[config.mk]
export PLATFORM = sky130hd
export DESIGN_NAME = mem_port_arbiter
export DESIGN_NICKNAME = d
export VERILOG_FILES = /design/src/rtl/mem_port_arbiter_pkg.sv /design/src/rtl/mem_port_arbiter_rr_picker.sv /design/src/rtl/mem_port_arbiter.sv
export SDC_FILE = /design/constraint.sdc
export NUM_CORES = 1
export LEC_CHECK = 0
export ABC_AREA = 1
export BUFFER_PORTS_ARGS = -buffer_cell sky130_fd_sc_hd__buf_2
export CORE_AREA = 4 4 113 136
export DETAILED_ROUTE_END_ITERATION = 12
export DIE_AREA = 0 0 117 140
export PLACE_DENSITY = 0.88
export SLEW_MARGIN = 0
export SYNTH_ARGS = -nofsm -noshare
export SYNTH_HDL_FRONTEND = slang
export SYNTH_SLANG_ARGS = --single-unit
[constraint.sdc]
create_clock -name clk -period 3 [get_ports clk]
set_clock_uncertainty 0.2 [all_clocks]
set_input_delay 0.15 -clock clk [delete_from_list [all_inputs] [get_ports clk]]
set_output_delay 0.15 -clock clk [all_outputs]
set_load 0.03 [all_outputs]
[src/rtl/mem_port_arbiter_pkg.sv]
// Shared types and constants for the Memory data-port-B arbiter.
// Data width follows `DATA_WIDTH when the build provides it, else 32.
`ifndef DATA_WIDTH
`define DATA_WIDTH 32
`endif

package mem_arb_pkg;

  localparam int DW       = `DATA_WIDTH;
  localparam int AW       = 32;
  localparam int LAT_W    = 2;   // holds READ_LATENCY-1 for latencies 1..4
  localparam int STARVE_W = 8;   // holds STARVE_LIMIT up to 255

  typedef enum logic [1:0] {
    IDLE    = 2'd0,
    ACCESS  = 2'd1,
    RD_WAIT = 2'd2
  } state_t;

  typedef enum logic [1:0] {
    OWN_NONE = 2'd0,
    OWN_CPU  = 2'd1,
    OWN_LDR  = 2'd2
  } owner_t;

endpackage

[src/rtl/mem_port_arbiter_rr_picker.sv]
// Two-way round-robin picker (CPU vs loader) with loader burst lock and a
// starvation counter that forces a CPU grant after STARVE_LIMIT locked loader grants.
module rr_picker
  import mem_arb_pkg::*;
#(
  parameter int STARVE_LIMIT = 8
) (
  input  logic   clk,
  input  logic   reset,
  input  logic   cpu_req_i,
  input  logic   ldr_req_i,
  input  logic   ldr_lock_i,
  input  logic   pick_i,
  output owner_t grant_o,
  output owner_t last_owner_o
);

  localparam logic [STARVE_W-1:0] LIMIT = STARVE_W'(STARVE_LIMIT);

  owner_t              last_q, last_d;
  logic [STARVE_W-1:0] starve_q, starve_d;

  always_comb begin
    grant_o = OWN_NONE;
    if (cpu_req_i && ldr_req_i) grant_o = (last_q == OWN_CPU) ? OWN_LDR : OWN_CPU;
    else if (cpu_req_i)         grant_o = OWN_CPU;
    else if (ldr_req_i)         grant_o = OWN_LDR;
    // A locked loader burst keeps the port until the CPU has waited long enough.
    if (last_q == OWN_LDR && ldr_lock_i && ldr_req_i)
      grant_o = (cpu_req_i && starve_q == LIMIT) ? OWN_CPU : OWN_LDR;
  end

  always_comb begin
    last_d   = last_q;
    starve_d = starve_q;
    if (pick_i && grant_o != OWN_NONE) last_d = grant_o;
    if (!ldr_lock_i)
      starve_d = '0;
    else if (pick_i && grant_o == OWN_CPU)
      starve_d = '0;
    else if (pick_i && grant_o == OWN_LDR && cpu_req_i && starve_q != '1)
      starve_d = starve_q + 1'b1;
  end

  always_ff @(posedge clk or negedge reset) begin
    if (!reset) begin
      last_q   <= OWN_CPU;
      starve_q <= '0;
    end else begin
      last_q   <= last_d;
      starve_q <= starve_d;
    end
  end

  assign last_owner_o = last_d;

endmodule

[src/rtl/mem_port_arbiter.sv]
// Serializes CPU and UART-loader transactions onto Memory data port B.
// Optional MMIO_WRITE_GUARD_EN: suppresses loader writes to MMIO and flags them on LdrErr.
module mem_port_arbiter
  import mem_arb_pkg::*;
#(
  parameter int READ_LATENCY = 1,
  parameter int STARVE_LIMIT = 8
) (
  input  logic          clk,
  input  logic          reset,
  input  logic          CpuReq,
  input  logic          CpuWe,
  input  logic [AW-1:0] CpuAddr,
  input  logic [DW-1:0] CpuWData,
  output logic          CpuAck,
  output logic [DW-1:0] CpuRData,
  input  logic          LdrReq,
  input  logic          LdrWe,
  input  logic [AW-1:0] LdrAddr,
  input  logic [DW-1:0] LdrWData,
  output logic          LdrAck,
  output logic [DW-1:0] LdrRData,
  input  logic          LdrLock,
  output logic          LdrErr,
  output logic [AW-1:0] AddressB,
  output logic [DW-1:0] WriteData,
  output logic          EnableWriteB,
  input  logic [DW-1:0] ReadDataB,
  input  logic          IsMMIO,
  output logic          Busy,
  output logic [1:0]    GrantOwner
);

  localparam logic [LAT_W-1:0] LAT_LOAD = LAT_W'(READ_LATENCY - 1);

  state_t          state_q;
  owner_t          owner_q;
  logic            we_q;
  logic [LAT_W-1:0] cnt_q;
  logic [AW-1:0]   addr_q;
  logic [DW-1:0]   wdata_q, cpu_rdata_q, ldr_rdata_q;
  logic            wr_stb_q, cpu_ack_q, ldr_ack_q, busy_q;

  owner_t          grant;
  owner_t          unused_last_owner;
  logic            sel_we;
  logic [AW-1:0]   sel_addr;
  logic [DW-1:0]   sel_wdata;

  rr_picker #(.STARVE_LIMIT(STARVE_LIMIT)) u_picker (
    .clk          (clk),
    .reset        (reset),
    .cpu_req_i    (CpuReq),
    .ldr_req_i    (LdrReq),
    .ldr_lock_i   (LdrLock),
    .pick_i       (state_q == IDLE),
    .grant_o      (grant),
    .last_owner_o (unused_last_owner)
  );

  assign sel_we    = (grant == OWN_CPU) ? CpuWe    : LdrWe;
  assign sel_addr  = (grant == OWN_CPU) ? CpuAddr  : LdrAddr;
  assign sel_wdata = (grant == OWN_CPU) ? CpuWData : LdrWData;

  always_ff @(posedge clk or negedge reset) begin
    if (!reset) begin
      state_q     <= IDLE;
      owner_q     <= OWN_NONE;
      we_q        <= 1'b0;
      cnt_q       <= '0;
      addr_q      <= '0;
      wdata_q     <= '0;
      cpu_rdata_q <= '0;
      ldr_rdata_q <= '0;
      wr_stb_q    <= 1'b0;
      cpu_ack_q   <= 1'b0;
      ldr_ack_q   <= 1'b0;
      busy_q      <= 1'b0;
    end else begin
      wr_stb_q  <= 1'b0;
      cpu_ack_q <= 1'b0;
      ldr_ack_q <= 1'b0;
      case (state_q)
        IDLE: begin
          if (grant != OWN_NONE) begin
            state_q <= ACCESS;
            owner_q <= grant;
            busy_q  <= 1'b1;
            addr_q  <= sel_addr;
            we_q    <= sel_we;
            // Outputs are registered, so the write strobe and ack land in the ACCESS cycle.
            if (sel_we) begin
              wdata_q   <= sel_wdata;
              wr_stb_q  <= 1'b1;
              cpu_ack_q <= (grant == OWN_CPU);
              ldr_ack_q <= (grant == OWN_LDR);
            end
          end
        end
        ACCESS: begin
          if (we_q) begin
            state_q <= IDLE;
            owner_q <= OWN_NONE;
            busy_q  <= 1'b0;
          end else begin
            state_q   <= RD_WAIT;
            cnt_q     <= LAT_LOAD;
            cpu_ack_q <= (LAT_LOAD == '0) && (owner_q == OWN_CPU);
            ldr_ack_q <= (LAT_LOAD == '0) && (owner_q == OWN_LDR);
          end
        end
        RD_WAIT: begin
          if (cnt_q == '0) begin
            state_q <= IDLE;
            owner_q <= OWN_NONE;
            busy_q  <= 1'b0;
            if (owner_q == OWN_CPU) cpu_rdata_q <= ReadDataB;
            else                    ldr_rdata_q <= ReadDataB;
          end else begin
            cnt_q     <= cnt_q - 1'b1;
            cpu_ack_q <= (cnt_q == LAT_W'(1)) && (owner_q == OWN_CPU);
            ldr_ack_q <= (cnt_q == LAT_W'(1)) && (owner_q == OWN_LDR);
          end
        end
        default: begin
          state_q <= IDLE;
          owner_q <= OWN_NONE;
          busy_q  <= 1'b0;
        end
      endcase
    end
  end

  assign AddressB   = addr_q;
  assign WriteData  = wdata_q;
  assign Busy       = busy_q;
  assign GrantOwner = owner_q;
  assign CpuAck     = cpu_ack_q;
  assign LdrAck     = ldr_ack_q;
  // During the read ack cycle the memory data is passed straight through;
  // the registered copy holds it until the next read by that requester.
  assign CpuRData   = (cpu_ack_q && !we_q) ? ReadDataB : cpu_rdata_q;
  assign LdrRData   = (ldr_ack_q && !we_q) ? ReadDataB : ldr_rdata_q;

`ifdef MMIO_WRITE_GUARD_EN
  logic wr_block;
  assign wr_block     = wr_stb_q && (owner_q == OWN_LDR) && IsMMIO;
  assign EnableWriteB = wr_stb_q && !wr_block;
  assign LdrErr       = wr_block;
`else
  logic unused_mmio;
  assign unused_mmio  = IsMMIO;
  assign EnableWriteB = wr_stb_q;
  assign LdrErr       = 1'b0;
`endif

endmodule

; Yosys cells after proc, flatten, opt, wreduce, memory -nomap -nowiden
; Index checks and enable logic that the tools add are counted.
[word_totals]
out_inout_bits = 135
regBits = 149
[classes]
bitwise_logic = 1
add_sub_neg = 2
mux = 41
n_reduce_logical = 25
eq_ne = 17
[ops]
columns = operator, n
row1 = 32-bit 2-to-1 mux, 4
row2 = 2-bit 2-to-1 mux, 13
row3 = 8-bit 2-to-1 mux, 3
row4 = 1-bit 2-to-1 mux, 15
row5 = 3-bit AND reduction, 5
row6 = 1-bit logical AND, 13
row7 = 2-bit one-hot mux with 3 select lines, 2
row8 = "2-bit by 1-bit == test with 1-bit output, second input constant", 5
row9 = "2-bit != test, second input constant", 5
row10 = 1-bit one-hot mux with 3 select lines, 3
row11 = "8-bit by 1-bit adder with 8-bit output, second input constant", 1
row12 = "2-bit == test, second input constant", 4
row13 = "8-bit by 4-bit == test with 1-bit output, second input constant", 1
row14 = "8-bit != test, second input constant", 1
row15 = 2-bit zero test, 2
row16 = 2-bit one-hot mux with 2 select lines, 1
row17 = 2-bit AND reduction, 2
row18 = 2-bit nonzero test, 2
row19 = "3-bit by 1-bit != test with 1-bit output, second input constant", 1
row20 = "2-bit by 1-bit subtractor with 2-bit output, second input constant", 1
row21 = 1-bit zero test, 1
row22 = 1-bit inverter, 1

; Depth between registers and ports, before layout
; Gate-level depths: netlist (run 1).
[depth]
depth_word = 11
depth_mapped = 12
ltp_nobuf = 10

; Hierarchy
; A second synthesis (run 1) with hierarchy kept.
[unflattened]
hier_cells = 1055
hier_area_um2 = 7818.7
[by_module_without_submodules]
columns = module, cells_each, instances, area_per_inst_um2, seq_area_each_um2
row1 = mem_port_arbiter, 928, 1, 6967.9, 3478.3
row2 = rr_picker, 127, 1, 850.8, 251.5

; Worst setup path after synthesis (run 1)
; Ideal clock, no wire load.
[synth_timing]
path_type = register to output
start = reg cpu_ack_q (netlist: CpuAck)
end = out CpuRData[0]
stages_incl_launch_ff = 4
slack_ps = 1005
t_arrival_ps = 1645
n_path_buf = 1
path_cell_list = dfrtp_1 -> nand2_1 -> clkbuf_1 -> o21ai_0
[synth_between]
elab_chain_cells = 2
[synth_rtl]
columns = item, line
row1 = start: declaration, mem_port_arbiter.sv:42  ; logic wr_stb_q, cpu_ack_q, ldr_ack_q, busy_q;
row2 = start signal: assignment, mem_port_arbiter.sv:95  ; cpu_ack_q <= (grant == OWN_CPU);
row3 = start signal: assignment, mem_port_arbiter.sv:108  ; cpu_ack_q <= (LAT_LOAD == '0) && (owner_q == OWN_CPU);
row4 = start signal: assignment, mem_port_arbiter.sv:121  ; cpu_ack_q <= (cnt_q == LAT_W'(1)) && (owner_q == OWN_CPU);
row5 = 1-bit logical AND, mem_port_arbiter.sv:142  ; assign CpuRData = (cpu_ack_q && !we_q) ? ReadDataB : cpu_rdata_q;
row6 = 32-bit 2-to-1 mux, mem_port_arbiter.sv:142
row7 = end: declaration, mem_port_arbiter.sv:16  ; output logic [DW-1:0] CpuRData,
; No other way between the ends.

; Worst setup path in the final report (run 1)
[layout_timing]
start = reg u_picker.starve_q[0]
end = reg addr_q[4] (netlist: AddressB[4])
[layout_between]
elab_chain_cells = 6
[layout_rtl]
columns = item, line
row1 = start: declaration, mem_port_arbiter_rr_picker.sv:21  ; logic [STARVE_W-1:0] starve_q, starve_d;
row2 = start signal: assignment, mem_port_arbiter_rr_picker.sv:51  ; starve_q <= starve_d;
row3 = 8-bit by 4-bit == test with 1-bit output *, mem_port_arbiter_rr_picker.sv:30  ; grant_o = (cpu_req_i && starve_q == LIMIT) ? OWN_CPU : OWN_LDR;
row4 = 1-bit logical AND *, mem_port_arbiter_rr_picker.sv:30
row5 = 2-bit 2-to-1 mux *, mem_port_arbiter_rr_picker.sv:30
row6 = 2-bit 2-to-1 mux *, mem_port_arbiter_rr_picker.sv:29  ; if (last_q == OWN_LDR && ldr_lock_i && ldr_req_i)
row7 = 2-bit by 1-bit == test with 1-bit output / 2-bit nonzero test (equally long branches), "mem_port_arbiter.sv:62, mem_port_arbiter.sv:85"
row8 = 32-bit 2-to-1 mux / 2-bit AND reduction (equally long branches), --
row9 = end signal: assignment, mem_port_arbiter.sv:89  ; addr_q <= sel_addr;
row10 = end: declaration, mem_port_arbiter.sv:40  ; logic [AW-1:0] addr_q;
; Mark *: on every way between the ends. The rest lies on a longest branch, timed or not.
; A chain may end at the register's enable or synchronous reset.

==> impl_results.md, run 1 <==
- Outcome: complete, no violations
- DR iter-0 viols: 955
- #FFs+latches synth: 149
- # DRC: 0
- Arr. time, crit path: 2940 ps
- Sequential share of power: 28.2%
- Synthesized net count: 1086
- CTS Buffer Depth: 2
- Max H-tree Level: 4
- Yosys top cell by area: dfrtp_1
- Area delta synth->final: 54.3%
- WP data required: 3090 ps
- Peak VDD IR: 0.703 mV
- Clk Tree Root Cell: clkbuf_16
- Fin util: 78.4%
- Max-cap viol count: 0
- Worst Tran Pin Value: 1100 ps
- CTS tree: yes
- Clock latency on the worst-skew pair: 420 ps
- Synth warn: 0
- Final Hold Viols: 0
- Crit-path max FO: 11
- FMAX: 352 MHz
- Cell area after layout: 11100 um^2
- Via count: 8567
- Clock power frac: 18.0%
- Largest net degree at the start of global routing: 100
- Switch Pwr: 0.00601 W
- Placed instance area: 8790 um^2
- First drt pass iteration count: 7
- Setup TNS: 0 ps
- Post-Route WL: 28.7 mm
- Seq/Total Area, Yosys: 51.8%
- Crit path launch type: register
- Worst setup EP type: register
- Post-CTS setup repair buffer count: 0
- Std-Cell Rows: 48
- WS Path Type: register to register
- GRT overflow: 0
- Clk sinks: 149
- Period Utilization, post-route: 94.8%
- Fin nets: 1531
- Starting Density: 50.8%
- Worst Hold Class: input pin to register
- Final hold slack: 38.6 ps
- Avg Synthesized Cell Area: 7.88 um^2
- Pre-CTS WS: 637 ps
- Pwr per Cell Area: 1130 nW/um^2
- Mapped Cells: 914
- Worst setup margin: 157 ps
- Die height: 140 um
- Initial antenna violation count: 6
- Int Power: 0.00651 W
- Share of cells above drive strength 1: 26.6%
- Netlist cell types: 29
- Part of the power in combinational logic: 53.8%
- Vias in the first global route: 8356
- Wire length per cell: 18.5 um
- Most frequent cells in the layout: buf_2, nand2_1, o21ai_0
- Most common cell after layout, fill and taps aside: buf_2
- Detailed Place HPWL: 15.4 mm
- Input/output buffers: 300
- Final Max Slew Viols: 0
- Minimum clock period: 2840 ps
- Global router's overall resource usage: 34.3%
- Core area: 14200 um^2
- Sw frac: 48.0%
- Slew margin rel.: 26.9%
- Mapped Area: 7200 um^2
- Final ANT Viol Nets: 0
- LEAKAGE: 5.85 nW
- Gpl congestion: 0.891
- Vias per cell: 5.52
- First-pass GRT wire length: 43.5 mm
- Final setup viols: 0
- Ports: 303
- Clock transition at path regs: 70 ps
- Num CTS Buffers: 17
- Die W: 117 um
- Die area: 16400 um^2
- Post-synth top area share: 51.4%
- RSZ-0062 raised after global routing: false
- Synth top area cells: dfrtp_1, o21ai_0, nand2_1
==> power by group through the flow <==
stage | Combinational [W] | Clock, W | Sequential [W]
after global placement | 0.00556 | 0 | 0.00343
after detailed placement | 0.00570 | 0 | 0.00346
after CTS | 0.00636 | 0.00225 | 0.00345
after floorplan | 0.00313 | 0 | 0.00431
after global routing | 0.00722 | 0.00236 | 0.00361
final | 0.00674 | 0.00225 | 0.00353
==> metal layers <==
layer  up-vias  wire (um)  GRT usage (%)
li1       3827          -              -
met1      3947      10200           40.5
met2       627      13700           54.9
met3       158       2810           9.12
met4         8       2020           21.0
met5         -         53              0
==> cell usage after synthesis <==
cell	n
conb_1	1
nor2_1	78
o21ai_1	41
nand3_1	17
inv_1	96
nand4_1	5
buf_2	16
ha_1	4
dfstp_2	1
nor2_2	1
nand3_2	3
clkbuf_2	1
nand2_1	233
xor2_1	4
buf_4	1
clkbuf_1	24
o21ai_0	181
dfrtp_1	148
nor3_1	2
buf_1	2
nor4_4	1
o21ai_2	7
buf_6	8
a21oi_1	32
o31ai_1	1
o22ai_1	2
nand2_2	2
a21oi_4	1
nand2_4	1
==> what timing repair did <==
action / 4_1_cts / 5_1_grt
gates resized for setup: 0 / 3
endpoints found under the setup margin: 0 / 11
hold buffers: 165 / 0
endpoints found under the hold margin: 205 / 0
==> final timing paths <==
path	from	slack, ps	cells past startpoint	endpoint
min in group asynchronous	reset	90	2	cpu_rdata_q[10]
hold / removal	CpuWData[3]	40	5	WriteData[3]
setup / recovery	u_picker.starve_q[0]	160	11	AddressB[4]
setup reg to reg	u_picker.starve_q[0]	160	11	AddressB[4]
hold reg to reg	WriteData[27]	280	2	WriteData[27]
max in group asynchronous	reset	1620	3	cpu_rdata_q[25]
==> area by class of cell <==
class | count | area, um^2
tap | 175 | 219
fill | 834 | 3060
timing repair inverter | 1 | 5.00
timing repair buffer | 477 | 3330
clock buffer | 20 | 447
multi-input combinational | 617 | 2850
sequential | 149 | 3730
clock inverter | 12 | 168
inverter | 96 | 364
antenna | 4 | 10.0
==> worst max-delay path, stage by stage (launching register included) <==
cell and delay, ps:
dfrtp_1 430, inv_1 80, ha_1 140, nand2_1 50
nor2_1 140, nand3_2 140, nand2_4 180, clkinvlp_4 290
buf_6 240, nor2_1 110, o21ai_0 110, dlygate4sd3_1 590
==> registers in the layout, summed over array words and instances (netlist names), 2 cells and up <==
register and count:
ldr_rdata_q 32, state_q 2, cpu_rdata_q 32, u_picker.starve_q 8, WriteData 32, AddressB 32
cnt_q 2, u_picker.last_q 2, GrantOwner 2
==> cells by family (layout without fill, tap and decap cells) <==
kind of cell             after synthesis  after routing  share of synthesized area (%)
other                                  1              5                         0.0521
AND/OR/NAND/NOR                      343            343                           19.1
buffers and inverters                148            606                           8.89
AO/OA/AOI/OAI                        265            265                           19.0
adder cells (fa/ha/maj)                4              4                          0.695
flip-flops                           149            149                           51.8
XOR/XNOR                               4              4                          0.486
==> per-stage QoR <==
stage	power [W]	instances
after floorplan	0.00744	914
after global placement	0.00899	1348
after detailed placement	0.00916	1348
after CTS	0.0121	1545
after global routing	0.0132	1549
final	0.0125	1551
Note: power is estimated with default switching activity, not from simulation.
==> run 2: changes to the inputs <==
CORE_AREA = 4 4 122 148   (was 4 4 113 136)
DIE_AREA = 0 0 126 152   (was 0 0 117 140)
PLACE_DENSITY = 0.79   (was 0.88)
clock period = 2.4 ns   (was 3 ns; I/O delays follow)
==> run 2 against run 1 <==
Against the previous run:
- worst hold slack improved by 13 ps
- combinational power is 13% higher
- largest cell class unchanged
- sequential share of layout area decreased by 0.43 points
- clock power rose by 28%
- core utilization fell by 11 points
- design area up 1.3%
- critical endpoint is now CpuRData[28]
- critical path depth fell by 6
==> impl_results.md, run 2 (synthesized netlist as in run 1, its figures left out) <==
- Share of cells above drive strength 1: 26.8% (was 26.6%)
- Std-Cell Rows: 52 (was 48)
- Area delta synth->final: 56.3% (was 54.3%)
- WP data required: 2080 ps (was 3090 ps)
- First drt pass iteration count: 9 (was 7)
- Max H-tree Level: 4 (unchanged)
- Die height: 152 um (was 140 um)
- CP peak stage delay: 350 ps (was 590 ps)
- Worst reg-to-reg setup slack: 170 ps (was 160 ps)
- Gpl congestion: 0.886 (was 0.891)
- Dpl cells: 1395 (was 1348)
- Max-cap viol count: 0 (unchanged)
- Worst setup EP type: output pin (was register)
- Clk sinks: 149 (unchanged)
- RSZ-0062 raised after global routing: false (unchanged)
- CTS tree: yes (unchanged)
- Fin util: 67.6% (was 78.4%)
- Core area: 16700 um^2 (was 14200 um^2)
- DR WL met3: 2.67 mm (was 2.81 mm)
- Starting Density: 43.2% (was 50.8%)
- Crit path launch type: register (unchanged)
- CP max-delay cell: dfrtp_1 (was dlygate4sd3_1)
- Setup TNS: 0 ps (unchanged)
- Max Used Layer: met4 (was met5)
- Wire length per cell: 16.3 um (was 18.5 um)
- Layout Cells excl Fill: 1596 (was 1551)
- # DRC: 0 (unchanged)
- Global router's overall resource usage: 26.7% (was 34.3%)
- DR iter-0 viols: 713 (was 955)
- Clock latency on the worst-skew pair: 410 ps (was 420 ps)
- Largest net degree at the start of global routing: 65 (was 100)
- Period Utilization, post-route: 97.9%
- Clk Tree Root Cell: clkbuf_16 (unchanged)
- Final ANT Viol Nets: 0 (unchanged)
- FMAX: 426 MHz
- Crit-path max FO: 33 (was 11)
- Worst Hold Class: input pin to async pin (was input pin to register)
- Post-Route WL: 26.0 mm (was 28.7 mm)
- Vias in the first global route: 8278 (was 8356)
- Vias per cell: 5.17 (was 5.52)
- Crit-path cells: inv_1 > nand2_4 > buf_12 > o21ai_0 > buf_2 (was inv_1 > ha_1 > nand2_1 > nor2_1 > nand3_2 > nand2_4 > clkinvlp_4 > buf_6 > nor2_1 > o21ai_0 > dlygate4sd3_1)
- Die W: 126 um (was 117 um)
- Num CTS Buffers: 17 (unchanged)
- Input/output buffers: 300 (unchanged)
- R2r startpoint: u_picker.starve_q[0] (unchanged)
- FF-to-FF path depth: 10 (was 11)
- Fillers: 1227 (was 834)
- Met2 wire length: 12.5 mm (was 13.7 mm)
- Slew margin rel.: 63.6% (was 26.9%)
- Worst Setup SP: we_q (was u_picker.starve_q[0])
- Die area: 19200 um^2 (was 16400 um^2)
- Via count: 8253 (was 8567)
- Top delay family on crit path: buffers and inverters (unchanged)
- First-pass GRT wire length: 41.6 mm (was 43.5 mm)
- Clock transition at path regs: 60 ps (was 70 ps)
- Ports: 303 (unchanged)
- Detailed Place HPWL: 15.5 mm (was 15.4 mm)
- Most frequent cells in the layout: buf_2, nand2_1, o21ai_0 (unchanged)
- CTS Buffer Depth: 2 (unchanged)
- Worst Tran Pin Value: 546 ps (was 1100 ps)
- Outcome: complete, no violations (unchanged)
- LEAKAGE: 5.88 nW (was 5.85 nW)
- Fin nets: 1536 (was 1531)
- Arr. time, crit path: 2030 ps (was 2940 ps)
- Final Hold Viols: 0 (unchanged)
- Peak VDD IR: 0.679 mV (was 0.703 mV)
- WS Path Type: register to output pin (was register to register)
- Final Max Slew Viols: 0 (unchanged)
- Post-Route M1 WL: 9.45 mm (was 10.2 mm)
- Final setup viols: 0 (unchanged)
- CP bufs+invs: 3 (was 4)
- GRT overflow: 0 (unchanged)
- Pwr per Cell Area: 1320 nW/um^2 (was 1130 nW/um^2)
- FF-to-FF End: WriteData[29] (was AddressB[4])
- Most common cell after layout, fill and taps aside: buf_2 (unchanged)
- Minimum clock period: 2350 ps
- Initial antenna violation count: 3 (was 6)
-- run 2: cell types whose count changed in the layout (fill, tap and decap cells not counted), moves of 2 or more --
cell and change:
clkinv_4 -4, clkinvlp_4 +2, clkbuf_1 -2, buf_12 +5
nand2_4 +2, nand2_2 -2, buf_4 +3
-- run 2: final cells by class --
type | instances | area, um^2 | area share [%]
sequential | 149 | 3730 | 33.1
timing repair buffer | 483 | 3400 | 30.2
multi-input combinational | 617 | 2860 | 25.4
clock buffer | 18 | 439 | 3.90
inverter | 96 | 360 | 3.20
tap | 216 | 270 | 2.40
clock inverter | 13 | 196 | 1.74
antenna | 4 | 10.0 | 0.0889
-- run 2: where the power goes --
part	switching [W]	internal [W]	leakage (nW)
Clock	0.00109	0.00178	0.298
Combinational	0.00535	0.00227	3.80
Sequential	0.000685	0.00369	1.78
Total	0.00713	0.00775	5.88
-- run 2: layer usage --
| metal | vias to the layer above | track usage (%) |
|---|---|---|
| li1 | 3835 | - |
| met1 | 3744 | 31.7 |
| met2 | 552 | 43.3 |
| met3 | 122 | 7.83 |
| met4 | 0 | 14.6 |
| met5 | - | 0 |
-- run 2: worst max-delay path by stage --
| stage | endpoint | cells after the start |
|---|---|---|
| after floorplan | CpuRData[0] | 3 |
| after global placement | WriteData[9] | 10 |
| after detailed placement | WriteData[4] | 11 |
| after CTS | LdrRData[28] | 5 |
| after global routing | WriteData[29] | 10 |
| final | CpuRData[28] | 5 |
-- run 2: timing repair --
action,4_1_cts,5_1_grt
gates resized for setup,1,1
gates cloned,0,0
endpoints found under the hold margin,290,0
setup buffers,0,0
setup endpoints to repair,1,9
hold buffers,166,0
-- run 2: per-stage QoR --
stage	hold WS [ps]	power, W	worst slack [ps]	instance area (um^2)
4_1_cts	53.0	0.0147	72.8	11200
2_1_floorplan	-376	0.00930	435	7200
3_3_place_gp	-74.7	0.0114	351	8940
5_1_grt	85.0	0.0158	0.713	11300
6_report	51.8	0.0149	51.4	11300
3_5_place_dp	-74.5	0.0115	339	8940
==> run 3: changes to the inputs <==
BUFFER_PORTS_ARGS = -buffer_cell sky130_fd_sc_hd__buf_4   (was -buffer_cell sky130_fd_sc_hd__buf_2)
==> run 3 against run 2 <==
Against the previous run:
- combinational power is 12% higher
- sequential cell count unchanged
- non-clock buffer count rose by 5
- core utilization grew 4.6 points
- first-iteration DRC count increased by 0.42%
- routed wire length rose by 9.5%
- sequential power increased by 1%
- via count up 0.86%
- critical path depth stayed put
- global-route usage increased by 1.7 points
==> impl_results.md, run 3 (synthesized netlist as in run 1, its figures left out) <==
- Outcome: complete, no violations (unchanged)
- Fin util: 72.2% (was 67.6%)
- Pre-CTS WS: 248 ps (was 339 ps)
- CP peak stage delay: 360 ps (was 350 ps)
- # DRC: 0 (unchanged)
- Fin nets: 1541 (was 1536)
- Final setup viols: 0 (unchanged)
- Vias per cell: 5.20 (was 5.17)
- Post-Route WL: 28.5 mm (was 26.0 mm)
- CP max-delay cell: dfrtp_1 (unchanged)
- Slew margin rel.: 60.1% (was 63.6%)
- Max H-tree Level: 4 (unchanged)
- Final Hold Viols: 0 (unchanged)
- DR iter-0 viols: 716 (was 713)
- Crit-path max FO: 19 (was 33)
- FMAX: 440 MHz (was 426 MHz)
- Global router's overall resource usage: 28.4% (was 26.7%)
- CTS tree: yes (unchanged)
- Minimum clock period: 2270 ps (was 2350 ps)
- Detailed Place HPWL: 16.4 mm (was 15.5 mm)
- Wire length per cell: 17.8 um (was 16.3 um)
- Clock transition at path regs: 60 ps (about the same)
- Vias in the first global route: 8410 (was 8278)
- Max-cap viol count: 0 (unchanged)
- Crit path launch type: register (unchanged)
- Std-Cell Rows: 52 (unchanged)
- Setup TNS: 0 ps (unchanged)
- LEAKAGE: 6.14 nW (was 5.88 nW)
- GRT overflow: 0 (unchanged)
- Peak VDD IR: 0.699 mV (was 0.679 mV)
- WS Path Type: register to output pin (unchanged)
- Final ANT Viol Nets: 0 (unchanged)
- Via count: 8324 (was 8253)
- Crit-path cells: inv_1 > nand2_2 > buf_4 > o21ai_0 > buf_4 (was inv_1 > nand2_4 > buf_12 > o21ai_0 > buf_2)
- Clk Tree Root Cell: clkbuf_16 (unchanged)
- Most common cell on crit path: buf_4
- Initial antenna violation count: 3 (unchanged)
- Die height: 152 um (unchanged)
- Worst Setup SP: we_q (unchanged)
- Largest net degree at the start of global routing: 69 (was 65)
- Area delta synth->final: 67.0% (was 56.3%)
- First drt pass iteration count: 6 (was 9)
- Final Max Slew Viols: 0 (unchanged)
- Share of cells above drive strength 1: 27.1% (was 26.8%)
- Clock latency on the worst-skew pair: 420 ps (was 410 ps)
- WP data required: 2080 ps (about the same)
- Ports: 303 (unchanged)
- Gpl congestion: 0.904 (was 0.886)
- Worst Tran Pin Value: 599 ps (was 546 ps)
- Die area: 19200 um^2 (unchanged)
- First-pass GRT wire length: 43.6 mm (was 41.6 mm)
- Num CTS Buffers: 17 (unchanged)
- Clk sinks: 149 (unchanged)
- Most common cell after layout, fill and taps aside: buf_4 (was buf_2)
- Period Utilization, post-route: 94.7% (was 97.9%)
- Die W: 126 um (unchanged)
- Input/output buffers: 300 (unchanged)
- Most frequent cells in the layout: buf_4, nand2_1, o21ai_0 (was buf_2, nand2_1, o21ai_0)
- Worst setup margin: 128 ps (was 51.4 ps)
- Worst Hold Class: input pin to async pin (unchanged)
- Worst setup EP type: output pin (unchanged)
- RSZ-0062 raised after global routing: false (unchanged)
- Starting Density: 43.2% (unchanged)
- CTS Buffer Depth: 2 (unchanged)
- Pwr per Cell Area: 1330 nW/um^2 (was 1320 nW/um^2)
- R2r startpoint: u_picker.starve_q[0] (unchanged)
- Core area: 16700 um^2 (unchanged)
- Arr. time, crit path: 1950 ps (was 2030 ps)
[run 3: cell count changes in the layout (fill, tap and decap cells not counted), sizes merged]
| cell | previous run | this run |
|---|---|---|
| clkinv | 0 | 2 |
| buf | 317 | 322 |
| diode | 4 | 2 |
| clkinvlp | 4 | 3 |
| inv | 101 | 97 |
| clkbuf | 18 | 22 |
[run 3: worst paths after layout]
kind | cells after the start | slack [ps] | to
max | 5 | 130 | CpuRData[18]
min | 2 | 60 | cpu_rdata_q[14]
max reg2reg | 10 | 160 | WriteData[29]
min reg2reg | 2 | 290 | ldr_rdata_q[16]
max in group asynchronous | 3 | 1210 | cpu_rdata_q[17]
min in group clk | 2 | 290 | ldr_rdata_q[16]
[run 3: final cells by class]
type / instances / area, um^2
fill: 1103 / 4630
timing repair buffer: 488 / 4160
sequential: 149 / 3730
multi-input combinational: 617 / 2850
clock buffer: 22 / 484
inverter: 96 / 364
tap: 216 / 270
clock inverter: 10 / 166
antenna: 2 / 5.00
[run 3: power by group]
| group | switching, W | total [W] | internal, W |
|---|---|---|---|
| combinational | 0.00555 | 0.00856 | 0.00301 |
| sequential | 0.000748 | 0.00444 | 0.00369 |
| clock | 0.00108 | 0.00294 | 0.00186 |
| total | 0.00738 | 0.0159 | 0.00856 |
[run 3: timing repair]
action,in CTS,in global routing
resized for setup,0,2
hold buffers,166,0
setup endpoints to repair,0,2
setup buffers,0,1
endpoints found under the hold margin,272,0
[run 3: critical path: cells and delay by family, from the launching register on]
kind / cells / cell delay [ps]
AND/OR/NAND/NOR: 1 / 270
AO/OA/AOI/OAI: 1 / 230
buffers and inverters: 3 / 670
flip-flops: 1 / 360
[run 3: routing by layer]
layer / track usage, % / up-vias / routed length, um
met2: 48.5 / 501 / 13900
met4: 16.7 / 2 / 1720
li1: - / 3837 / -
met1: 30.8 / 3849 / 10100
met5: 0 / - / 13
met3: 8.78 / 135 / 2700
[run 3: stage by stage]
stage               hold slack [ps]  power (W)  instance area (um^2)  instances
detailed placement            -51.7     0.0124                  9690       1399
floorplan                      -376    0.00930                  7200        914
global placement              -56.0     0.0122                  9690       1399
finish                         57.7     0.0159                 12000       1600
global route                    101     0.0168                 12000       1600
CTS                            70.8     0.0155                 12000       1597
